[config.mk]
export PLATFORM = sky130hd
export DESIGN_NAME = ufm_read_arbiter
export DESIGN_NICKNAME = d
export VERILOG_FILES = /design/src/rtl/ufm_pkg.sv /design/src/rtl/ufm_read_arbiter_rr_pick.sv /design/src/rtl/ufm_read_arbiter.sv
export SDC_FILE = /design/constraint.sdc
export NUM_CORES = 1
export LEC_CHECK = 0
export BUFFER_PORTS_ARGS = -buffer_cell sky130_fd_sc_hd__buf_4
export CAP_MARGIN = 10
export CORE_MARGIN = 1.5
export CORE_UTILIZATION = 52
export CTS_CLUSTER_DIAMETER = 200
export DETAILED_ROUTE_END_ITERATION = 6
export PLACE_DENSITY = 0.84
export SETUP_SLACK_MARGIN = 0.02
export SYNTH_ARGS = -nofsm -noshare
export SYNTH_HDL_FRONTEND = slang
export SYNTH_SLANG_ARGS = --single-unit
[constraint.sdc]
create_clock -name clk -period 3.9 [get_ports clk]
set_input_delay 1.17 -clock clk [delete_from_list [all_inputs] [get_ports clk]]
set_output_delay 1.17 -clock clk [all_outputs]
set_load 0.03 [all_outputs]
[src/rtl/ufm_pkg.sv]
// Shared definitions for the UFM reader arbiter: FSM encoding, UFM window
// constants and the default reader address width.
package ufm_pkg;

  typedef enum logic [1:0] {
    ST_IDLE  = 2'd0,
    ST_ISSUE = 2'd1,
    ST_WAIT  = 2'd2
  } state_t;

  localparam int UFM_ADDR_W_DEFAULT = 15;
  localparam int UFM_PAGE_BYTES     = 16;

  // MachXO2-7000: the UFM window starts at page 2042 and spans four pages.
  localparam int XO2_7000_UFM_PAGE  = 2042;
  localparam int XO2_7000_UFM_BYTES = 64;
  localparam int XO2_7000_ADDR_LO   = XO2_7000_UFM_PAGE * UFM_PAGE_BYTES;
  localparam int XO2_7000_ADDR_HI   = XO2_7000_ADDR_LO + XO2_7000_UFM_BYTES - 1;

endpackage

[src/rtl/ufm_read_arbiter_rr_pick.sv]
// Combinational round-robin picker: scans i_req from i_ptr upwards, wrapping,
// and returns the first set bit as a one-hot grant plus its index.
module rr_pick #(
  parameter int N  = 2,
  parameter int PW = 1
) (
  input  logic [N-1:0]  i_req,
  input  logic [PW-1:0] i_ptr,
  output logic [N-1:0]  o_gnt,
  output logic [PW-1:0] o_idx,
  output logic          o_valid
);

  int j;

  always_comb begin
    o_gnt   = '0;
    o_idx   = '0;
    o_valid = 1'b0;
    j       = 0;
    for (int k = 0; k < N; k++) begin
      // i_ptr < N and k < N, so one subtraction is enough to wrap.
      j = int'(i_ptr) + k;
      if (j >= N) j = j - N;
      if (!o_valid && i_req[j]) begin
        o_valid  = 1'b1;
        o_idx    = PW'(j);
        o_gnt[j] = 1'b1;
      end
    end
  end

endmodule

[src/rtl/ufm_read_arbiter.sv]
// Round-robin arbiter sharing the single UFM reader port among NUM_REQ requesters,
// with one outstanding read, UFM window range check and a lost-response watchdog.
//
// Reader handshake: a read is accepted in the cycle where rdr_rd && !rdr_stall;
// rdr_rd and rdr_addr are held unchanged until then. The response is a single
// rdr_valid cycle, honoured only while waiting; each requester holds req_rd and
// its address until it sees its one-cycle req_ack (req_err qualifies it).
module ufm_read_arbiter
  import ufm_pkg::*;
#(
  parameter int NUM_REQ = 2,
  parameter int ADDR_W  = UFM_ADDR_W_DEFAULT,
  parameter int ADDR_LO = XO2_7000_ADDR_LO,
  parameter int ADDR_HI = XO2_7000_ADDR_HI,
  parameter int TIMEOUT = 1024
) (
  input  logic                      clk,
  input  logic                      rst_n,
  input  logic [NUM_REQ-1:0]        req_rd,
  input  logic [NUM_REQ*ADDR_W-1:0] req_addr,
  output logic [NUM_REQ-1:0]        req_ack,
  output logic                      req_err,
  output logic [7:0]                req_data,
  output logic [ADDR_W-1:0]         rdr_addr,
  output logic                      rdr_rd,
  input  logic                      rdr_stall,
  input  logic [7:0]                rdr_data,
  input  logic                      rdr_valid,
  output logic [1:0]                dbg_state
);

  localparam int PW = (NUM_REQ > 1) ? $clog2(NUM_REQ) : 1;
  localparam int TW = $clog2(TIMEOUT + 1);
  localparam logic [ADDR_W-1:0] LO_A   = ADDR_W'(ADDR_LO);
  localparam logic [ADDR_W-1:0] HI_A   = ADDR_W'(ADDR_HI);
  // Last WAIT cycle: a timeout decided here acks exactly TIMEOUT cycles after accept.
  localparam logic [TW-1:0]     T_LAST = TW'(TIMEOUT - 2);

  state_t               r_state;
  state_t               w_next;
  logic [PW-1:0]        r_ptr;
  logic [PW-1:0]        r_gnt;
  logic [NUM_REQ-1:0]   r_gnt_oh;
  logic [ADDR_W-1:0]    r_addr;
  logic [TW-1:0]        r_timer;

  logic [NUM_REQ-1:0]   w_pick_oh;
  logic [PW-1:0]        w_pick_idx;
  logic                 w_pick_valid;
  logic [ADDR_W-1:0]    w_pick_addr;
  logic                 w_in_range;

  logic                 w_load;
  logic                 w_accept;
  logic                 w_done;
  logic                 w_err;
  logic [7:0]           w_data;
  logic [PW-1:0]        w_done_idx;
  logic [NUM_REQ-1:0]   w_done_oh;
  logic [PW-1:0]        w_ptr_next;

  rr_pick #(
    .N  (NUM_REQ),
    .PW (PW)
  ) u_rr_pick (
    .i_req   (req_rd),
    .i_ptr   (r_ptr),
    .o_gnt   (w_pick_oh),
    .o_idx   (w_pick_idx),
    .o_valid (w_pick_valid)
  );

  assign w_pick_addr = req_addr[int'(w_pick_idx)*ADDR_W +: ADDR_W];
  assign w_in_range  = (w_pick_addr >= LO_A) && (w_pick_addr <= HI_A);
  assign w_ptr_next  = (w_done_idx == PW'(NUM_REQ - 1)) ? '0 : w_done_idx + PW'(1);

  assign rdr_rd    = (r_state == ST_ISSUE);
  assign rdr_addr  = r_addr;
  assign dbg_state = r_state;

  always_comb begin
    w_next     = r_state;
    w_load     = 1'b0;
    w_accept   = 1'b0;
    w_done     = 1'b0;
    w_err      = 1'b0;
    w_data     = '0;
    w_done_idx = r_gnt;
    w_done_oh  = r_gnt_oh;
    case (r_state)
      ST_IDLE: begin
        if (w_pick_valid) begin
          w_done_idx = w_pick_idx;
          w_done_oh  = w_pick_oh;
          if (w_in_range) begin
            w_load = 1'b1;
            w_next = ST_ISSUE;
          end else begin
            w_done = 1'b1;
            w_err  = 1'b1;
          end
        end
      end
      ST_ISSUE: begin
        if (!rdr_stall) begin
          w_accept = 1'b1;
          w_next   = ST_WAIT;
        end
      end
      ST_WAIT: begin
        // A response arriving on the last cycle beats the watchdog.
        if (rdr_valid) begin
          w_done = 1'b1;
          w_data = rdr_data;
          w_next = ST_IDLE;
        end else if (r_timer == T_LAST) begin
          w_done = 1'b1;
          w_err  = 1'b1;
          w_next = ST_IDLE;
        end
      end
      default: w_next = ST_IDLE;
    endcase
  end

  always_ff @(posedge clk or negedge rst_n) begin
    if (!rst_n) begin
      r_state  <= ST_IDLE;
      r_ptr    <= '0;
      r_gnt    <= '0;
      r_gnt_oh <= '0;
      r_addr   <= '0;
      r_timer  <= '0;
      req_ack  <= '0;
      req_err  <= 1'b0;
      req_data <= '0;
    end else begin
      r_state <= w_next;
      if (w_load) begin
        r_gnt    <= w_pick_idx;
        r_gnt_oh <= w_pick_oh;
        r_addr   <= w_pick_addr;
      end
      if (w_accept) begin
        r_timer <= '0;
      end else if (r_state == ST_WAIT) begin
        r_timer <= r_timer + TW'(1);
      end
      if (w_done) begin
        r_ptr <= w_ptr_next;
      end
      req_ack  <= w_done ? w_done_oh : '0;
      req_err  <= w_err;
      req_data <= w_data;
    end
  end

endmodule
==> impl_results.md <==
* Critical-path cell list: buf_4 -> xnor2_1 -> a2111oi_2 -> a41oi_2 -> nor2b_2 -> buf_4 -> mux2_2
* Syn avg cell area at 11.7 sq um
* Layout cells sized above 1 at 44.4%
* Largest net degree at the start of global routing at 44
* Postcts setup bufs at 0
* Port bufs at 72
* Tcrit/Tclk final at 67.0%
* Synth cell types at 36
* Setup Viol. Count Final at 0
* Worst Clk Skew at 12.2 ps
* Worst slew pin tran at 528 ps
* Max-cap violation count at 0
* Status: finished, final reports clean
* IO Count at 73
* Worst EP required at 4170 ps
* Yosys reg bits at 43
* Vias in the first global route at 1511
* RR Startpoint: r_ptr
* Die height at 63.4 um
* # hold bufs at CTS at 0
* Post-synth top area cell: dfrtp_1
* Hold path startpoint: rdr_addr[13]
* H-tree levels at 2
* CP top delay family: compound AO/OA/AOI/OAI gates
* Drt pass-1 iters at 4
* Worst path bufs/invs at 2
* Final Max Slew Viols at 0
* Final net count at 284
* CTS tree: built
* Crit. Startpoint: req_addr[6]
* Full die area at 4010 sq um
* Commonest cells in the netlist: dfrtp_1 (43), mux2_2 (12), o21ai_0 (10)
* DR vias/cell at 5.46
* Setup slack after layout at 1290 ps
* Grt ovf at 0
* Area growth syn-to-layout at 33.4%
* Gpl congestion at 0.799
* Worst Setup End Kind: flop
* Top cells by area, synth: dfrtp_1 (57%), mux2_2 (7.1%), nand4_1 (3.0%)
* CTS Buf Count at 5
* Critical Path Source Type: primary input
* Cells after DPL at 277
* Count leader, synth: dfrtp_1
* Synth top area share at 56.8%
* First-pass GRT wire length at 6.87 mm
* Syn nets at 208
* Post-DP HPWL at 3.24 mm
* Final non-filler cell total at 285
* Min Clock Period, post-route at 2610 ps
* CTS Buffer Depth at 2
* WHS at 481 ps
* Total wire length at 4.16 mm
* HP Class: reg -> reg
* Pre-CTS setup slack at 875 ps
* CP max FO at 12
* Starting Density at 55.5%
* Inserted Diodes at 0
* Post-synthesis cell count at 162
* # fillers at 245
* Asr flop ratio synth at 100%
* TNS Setup at 0 ps
* Number of antenna violations at the first check in global routing at 0
* Synth Cell Area at 1890 sq um
* Clk sink count at 43
* Static leakage at 1.31 nW
* CTS clock-pin slew for the worst setup and hold paths at 130 ps
* WP data arrival at 2880 ps
* CP dominant cell by count: buf_4
* Max VDD drop at 0.202 mV
* Residual DRC at 0
* Fin. Hold Viols at 0
* Die width at 63.4 um
* Worst slew margin at 64.8%
* Ys Warns at 0
* Core Area at 3420 sq um
* Seq/Total Area, Yosys at 56.8%
* Initial DRC Count at 96
* Crit path kind: in -> reg
* Cell Rows at 21
* Number of enable flip-flop cells after synthesis at 0
* PwrDens at 347 nW/um^2
* RSZ-0062 raised after global routing: no
* Clock root cell: clkbuf_4
* Critical-path top delay cell: a2111oi_2
* Drt wl/cell at 14.6 um
* Post-Layout Inst Area at 2530 sq um
* Skew-Pair Late Insertion Delay at 360 ps
* Worst path max stage delay at 400 ps
* Overall Global Routing Usage at 22.4%
* Cts repair resizes at 0
* Placed Area at 2470 sq um
* Fmax at 383 MHz
* Via Count at 1555
* Final ANT Viol Nets at 0
* Top_reg_cell synth: dfrtp_1
==> cell usage in the layout, fill, tap and decap left out, types with 2 or more instances in the layout <==
| cell | n |
|---|---|
| o21a_1 | 2 |
| clkbuf_4 | 5 |
| and3_1 | 8 |
| a21oi_1 | 4 |
| buf_4 | 74 |
| xor2_1 | 2 |
| nand4_1 | 9 |
| inv_1 | 4 |
| mux2_2 | 12 |
| o21bai_1 | 2 |
| mux2i_1 | 2 |
| or2_2 | 8 |
| dfrtp_1 | 43 |
| a31oi_1 | 2 |
| nor2b_1 | 3 |
| nand3_1 | 4 |
| o21ai_0 | 10 |
| ha_1 | 2 |
| nor2_1 | 7 |
| o211ai_1 | 3 |
| o31ai_1 | 5 |
| nor3_1 | 3 |
| a22o_1 | 2 |
| nand2_1 | 7 |
| nand2b_1 | 2 |
==> worst register-to-register path, stage by stage, from the launching register on <==
cell and delay, ps:
dfrtp_1 400, nand2b_2 210, a2111oi_2 420, a41oi_2 140, nor2b_2 350, buf_4 230, mux2_2 340
==> cells by family after synthesis <==
family                     Yosys count  synth area share (%)
xor gates and xnor gates             3                  1.39
and+or+nand+nor                     57                  17.1
AOI/OAI and AO/OA                   34                  12.6
buffers and inverters                9                  2.58
DFF                                 43                  56.8
muxes                               14                  8.19
adders and majority gates            2                  1.32
==> power by group <==
part / switching [mW] / internal [mW] / leakage (nW)
combinational: 0.0790 / 0.0769 / 0.726
sequential: 0.0315 / 0.479 / 0.556
clock: 0.142 / 0.0696 / 0.0282
total: 0.252 / 0.625 / 1.31
==> worst paths after layout <==
| kind | end | slack, ps | cells past startpoint |
|---|---|---|---|
| worst max-delay path | rdr_addr[1] | 1290 | 7 |
| worst max register to register | rdr_addr[1] | 1710 | 6 |
| worst min-delay path | rdr_addr[13] | 480 | 1 |
| worst min register to register | rdr_addr[13] | 480 | 1 |
| min in group asynchronous | r_timer[7] | 780 | 1 |
| max in group asynchronous | rdr_addr[10] | 2760 | 1 |
==> metrics by stage <==
step	utilization [%]	total power, mW
floorplan	-	0.592
global placement	72.4	0.669
detailed placement	72.4	0.676
CTS	74.0	0.883
global route	74.0	0.925
finish	74.0	0.877
==> per-layer routing <==
layer | global-route usage [%] | share of wire (%)
met1 | 28.7 | 41
met2 | 36.4 | 50
met3 | 5.54 | 6.8
met4 | 8.97 | 1.5
met5 | 0 | 0
==> area by class of cell <==
cell class	instances	area, sq um	share of cell area, %
clock buffer	6	41.3	1.63
clock inverter	2	12.5	0.495
inverter	4	15.0	0.594
multi-input combinational	110	769	30.4
sequential	43	1080	42.6
tap	46	57.6	2.28
timing repair buffer	74	556	22.0
==> sequential cells by signal (all words and copies together) (netlist names) <==
signal	cells
rdr_addr	15
r_timer	11
req_data	8
dbg_state	2
r_gnt_oh	2
req_ack	2
r_gnt	1
r_ptr	1
req_err	1
No activity file was read; power rests on OpenSTA's default activity.
